$ cat src/rtl/wd_router_n.sv
// AXI W-channel router: beats follow AW order via a destination FIFO. Zero added latency on data/valid/ready.
// Backpressure: the master is stalled while the FIFO is empty or the selected slave is not ready.
module wd_router_n #(
    parameter int NUM_SLAVES  = 3,
    parameter int DATA_BITS   = 32,
    parameter int STRB_BITS   = 4,
    parameter int LEN_BITS    = 4,
    parameter int OUTSTANDING = 4
) (
    input  logic                            clk,
    input  logic                            rst,
    input  logic [NUM_SLAVES-1:0]           aw_push_sel,
    input  logic [LEN_BITS-1:0]             aw_push_len,
    output logic                            aw_full,
    output logic [$clog2(OUTSTANDING):0]    aw_pending,
    input  logic [DATA_BITS-1:0]            WDATA_M,
    input  logic [STRB_BITS-1:0]            WSTRB_M,
    input  logic                            WLAST_M,
    input  logic                            WVALID_M,
    output logic                            WREADY_M,
    output logic [NUM_SLAVES*DATA_BITS-1:0] WDATA_S,
    output logic [NUM_SLAVES*STRB_BITS-1:0] WSTRB_S,
    output logic [NUM_SLAVES-1:0]           WLAST_S,
    output logic [NUM_SLAVES-1:0]           WVALID_S,
    input  logic [NUM_SLAVES-1:0]           WREADY_S,
    output logic                            err_wlast,
    output logic                            err_push
);
    localparam int IDX_BITS = (NUM_SLAVES > 1) ? $clog2(NUM_SLAVES) : 1;
    localparam int PTR_BITS = $clog2(OUTSTANDING);

    logic [IDX_BITS-1:0] q_idx [OUTSTANDING];
    logic [LEN_BITS-1:0] q_len [OUTSTANDING];
    logic [PTR_BITS-1:0] wr_ptr, rd_ptr;
    logic [PTR_BITS:0]   count;
    logic [LEN_BITS:0]   beat_cnt;
    logic [IDX_BITS-1:0] push_idx, head_idx;
    logic [LEN_BITS-1:0] head_len;
    logic                push_nz, push_onehot, head_vld, fire, pop, push, len_match;

    always_comb begin
        push_idx = '0;
        for (int i = 0; i < NUM_SLAVES; i++) begin
            if (aw_push_sel[i]) push_idx = IDX_BITS'(i);
        end
    end

    assign push_nz     = |aw_push_sel;
    assign push_onehot = push_nz && ((aw_push_sel & (aw_push_sel - NUM_SLAVES'(1))) == '0);
    assign aw_full     = (count == (PTR_BITS+1)'(OUTSTANDING));
    assign aw_pending  = count;
    assign head_vld    = (count != '0);
    assign head_idx    = q_idx[rd_ptr];
    assign head_len    = q_len[rd_ptr];
    assign WREADY_M    = head_vld & WREADY_S[head_idx];
    assign fire        = WVALID_M & WREADY_M;
    assign pop         = fire & WLAST_M;
    // A pop in the same cycle frees the slot, so a push against a full FIFO is still taken.
    assign push        = push_onehot && (!aw_full || pop);
    assign len_match   = (beat_cnt == {1'b0, head_len});

    always_comb begin
        WDATA_S  = '0;
        WSTRB_S  = '1;
        WLAST_S  = '0;
        WVALID_S = '0;
        for (int i = 0; i < NUM_SLAVES; i++) begin
            WDATA_S[i*DATA_BITS +: DATA_BITS] = WDATA_M;
            WLAST_S[i] = WLAST_M;
            if (head_vld && head_idx == IDX_BITS'(i)) begin
                WVALID_S[i]                       = WVALID_M;
                WSTRB_S[i*STRB_BITS +: STRB_BITS] = WSTRB_M;
            end
        end
    end

    always_ff @(posedge clk) begin
        if (!rst) begin
            wr_ptr    <= '0;
            rd_ptr    <= '0;
            count     <= '0;
            beat_cnt  <= '0;
            err_wlast <= 1'b0;
            err_push  <= 1'b0;
        end else begin
            if (push) wr_ptr <= wr_ptr + PTR_BITS'(1);
            if (pop)  rd_ptr <= rd_ptr + PTR_BITS'(1);
            if (push && !pop)      count <= count + (PTR_BITS+1)'(1);
            else if (pop && !push) count <= count - (PTR_BITS+1)'(1);
            if (fire) begin
                if (WLAST_M) begin
                    beat_cnt <= '0;
                    if (!len_match) err_wlast <= 1'b1;
                end else begin
                    beat_cnt <= beat_cnt + (LEN_BITS+1)'(1);
                    if (len_match) err_wlast <= 1'b1;
                end
            end
            if (push_nz && !push) err_push <= 1'b1;
        end
    end

    always_ff @(posedge clk) begin
        if (push) begin
            q_idx[wr_ptr] <= push_idx;
            q_len[wr_ptr] <= aw_push_len;
        end
    end
endmodule

$ cat config.mk
export PLATFORM = sky130hd
export DESIGN_NAME = wd_router_n
export DESIGN_NICKNAME = d
export VERILOG_FILES = /design/src/rtl/wd_router_n.sv
export SDC_FILE = /design/constraint.sdc
export NUM_CORES = 1
export LEC_CHECK = 0
export ABC_CLOCK_PERIOD_IN_PS = 6000
export CAP_MARGIN = 40
export CORE_UTILIZATION = 41
export DETAILED_ROUTE_END_ITERATION = 8
export PLACE_DENSITY = 0.95
export SYNTH_ARGS = -nofsm -noshare
export SYNTH_HDL_FRONTEND = slang
export SYNTH_SLANG_ARGS = --single-unit
export TNS_END_PERCENT = 20
$ cat constraint.sdc
create_clock -name clk -period 6 [get_ports clk]
set_clock_uncertainty 0.2 [all_clocks]
set_input_delay 0.9 -clock clk [delete_from_list [all_inputs] [get_ports clk]]
set_output_delay 0.9 -clock clk [all_outputs]
set_load 0.005 [all_outputs]
==> metrics.txt <==
via count=1676; area of the mapped netlist=2830 sq um; worst hold-check path type=flip-flop to flip-flop; Clock transition at path regs=approximately 0.08 ns; Top delay family on crit path=simple AND/OR/NAND/NOR gates; post-CTS setup buffer count=0; Routability Congestion=between 0.8 and 0.9; ys flop type=edfxtp_1; EDFF count, synth=24; commonest non-fill, non-tap cell in the layout=clkdlybuf4s50_1; clock sinks=40; Comb power frac=between 30 and 40%; Clock Path Buffers=2; GR Overflow Total=0; Synth Warn #=0; initial antenna violation count=0; CTS resizes=0; CP arrival=3.87 ns; TritonRoute pass-1 iters=4; Max stage delay on crit path=roughly 0.65 ns; Slowest-stage cell, CP=mux4_2; sequential share of power=between 30% and 40%; die height=between 80 and 90 microns; Clock power frac=approximately a quarter; nets@finish=~280; number of distinct library cells after synthesis=between 40 and 50; Startpoint Class=flip-flop; Internal=~620 uW; CTS tree=yes; htree depth=2; Fmax=around 260 MHz; drt drc=0; CTS buffer count=5; Avg WL per Cell=around 19 microns; vias in the first global route=roughly 1700; Syn Area/Cell=10.2 sq um; row count=29; max_cap viols=0; later-pin clock latency in the skew report=just under 0.3 ns; Core Box Area=around 6500 sq um; antenna cells=0; Post-DRT Antenna Nets=0; Post-CTS Hold Fix Bufs=0; Slew headroom=a little over half; Initial Util=between 40% and 50%; Final Slew Violations=0; WS Path Type=flip-flop to flip-flop; HPWL after detailed placement=approximately 4500 microns; CP endpoint kind=flip-flop; crit path time final=just under 4 ns; first-pass GRT wire length=just under 9000 microns; Final Util=between 40% and 50%; number of synthesized register bits=40; worst-margin pin slew=between 0.6 and 0.7 ns; Seq/Total Area, Yosys=36.8%; switch share=32.6%; Area Growth Syn to Fin=-5.35%; endpoints failing hold=0; Crit Path Max Fanout=8; Mapped Nets=about 330; Total Die Area=between 7000 and 8000 sq um; most used cell, CP=or3_1; die width=roughly 85 microns; Setup WS pre-CTS=2.12 ns; I/O pin cnt=between 150 and 200; commonest non-fill, non-tap cells in the layout=42 x clkdlybuf4s50_1, 24 x edfxtp_1, 16 x dfxtp_1; fill cell count=564; RSZ-0062 raised after global routing=false; Finish-stage setup viols=0; Routed WL=around 5700 microns; first-iteration detailed-routing DRC count=164; asr flop ratio synth=0%; Cells after Synth=around 280; worst-path cell chain=mux4_2 > mux2i_1 > or3_1 > a21oi_4 > ha_1 > inv_1 > fa_1 > xor2_1 > or3_1 > a21oi_1; Peak supply drop=approximately 0.21 mV; GRT Total Usage=~16%; root buf cell=clkbuf_8; leakage=approximately 0.00094 uW; Overall Power=a little over 900 uW; outcome=finished clean; Worst Path Required=6.02 ns; crit path buf inv count=1; vias per inst=between 5 and 6; Hold WS=about 0.29 ns; final worst-path cycle share=64.2%; layout cell share with drive strength beyond 1=a little over 7%; port bufs=42; Setup TNS Final=0 ns; final worst slack=2.15 ns; switching power=300 uW; largest net degree at the start of global routing=15; PwrDens=between 300 and 400 nW/um^2
## power by group through the flow
| stage | clock (uW) | sequential, uW | combinational (uW) |
|---|---|---|---|
| 5_1_grt | 233 | 370 | 369 |
| 3_3_place_gp | 0 | 366 | 317 |
| 6_report | 220 | 364 | 339 |
| 2_1_floorplan | 0 | 358 | 261 |
| 3_5_place_dp | 0 | 370 | 334 |
| 4_1_cts | 220 | 363 | 338 |
## synth_stat cells (3+ instances only)
library cell	n	area share [%]
buf_4	99	26
edfxtp_1	24	25
dfxtp_1	16	11
nor2_1	12	1.6
or3_1	12	2.7
inv_1	10	1.3
nand2_1	10	1.3
and2_1	6	1.3
ha_1	6	2.7
mux2i_1	6	2.1
nand3_1	6	1.1
mux4_1	5	4.6
nor2b_1	5	1.1
xor2_1	5	1.5
a21oi_1	4	0.71
nand2b_1	4	0.88
o21ai_0	4	0.71
o22ai_1	4	0.88
nor3_1	3	0.53
## worst reg2reg max path, cell delays in order, from the launching register on
cell     delay [ns]
dfxtp_1        0.57
mux4_2         0.65
mux2i_1        0.19
or3_1          0.56
a21oi_4        0.30
ha_1           0.23
inv_1          0.06
fa_1           0.38
xor2_1         0.18
or3_1          0.32
a21oi_1        0.14
## stage by stage
step | cells | cell area (sq um)
6_report | 300 | 2680
5_1_grt | 300 | 2680
4_1_cts | 300 | 2680
3_5_place_dp | 292 | 2570
3_3_place_gp | 292 | 2570
2_1_floorplan | 277 | 2830
## flip-flops by register name (all words and copies together) (netlist names), named ones only
| signal | flops |
|---|---|
| err_wlast | 1 |
| q_len | 16 |
| rd_ptr | 2 |
| beat_cnt | 5 |
| q_idx | 8 |
| wr_ptr | 2 |
| err_push | 1 |
| aw_pending | 3 |
## logic make-up after synthesis
logic type / count (synthesis) / synth area share (%)
flip-flops: 40 / 36.8
XOR/XNOR: 7 / 2.17
AND/OR/NAND/NOR: 69 / 13.4
multiplexers: 13 / 8.35
buffers and inverters: 115 / 29.0
adder cells (fa/ha/maj): 8 / 3.71
AO/OA/AOI/OAI: 25 / 6.63
## metal layers
layer,wire length [microns],global-route usage (%)
met5,0,0
met4,136,6.16
met3,641,6.23
met2,3040,29.5
met1,1910,15.7
## final cells by class
| type | count | area [sq um] | share of cell area (%) |
|---|---|---|---|
| clock buffer | 5 | 68.8 | 2.57 |
| inverter | 11 | 41.3 | 1.54 |
| multi-input combinational | 122 | 970 | 36.2 |
| clock inverter | 3 | 42.5 | 1.59 |
| sequential | 40 | 1040 | 38.8 |
| timing repair buffer | 42 | 420 | 15.7 |
| tap | 77 | 96.3 | 3.59 |
## final timing paths
| path | start | endpoint | slack [ns] | depth (start not counted) |
|---|---|---|---|---|
| worst max-delay path | flip-flop | aw_pending[2]$_SDFFE_PN0P_ | 2.15 | 10 |
| worst min-delay path | beat_cnt[4]$_SDFFE_PN0N_ | beat_cnt[4]$_SDFFE_PN0N_ | 0.29 | 2 |
| worst max register to register | flip-flop | aw_pending[2]$_SDFFE_PN0P_ | 2.15 | 10 |
| worst min register to register | beat_cnt[4]$_SDFFE_PN0N_ | beat_cnt[4]$_SDFFE_PN0N_ | 0.29 | 2 |
No activity file was read; power rests on OpenSTA's default activity.
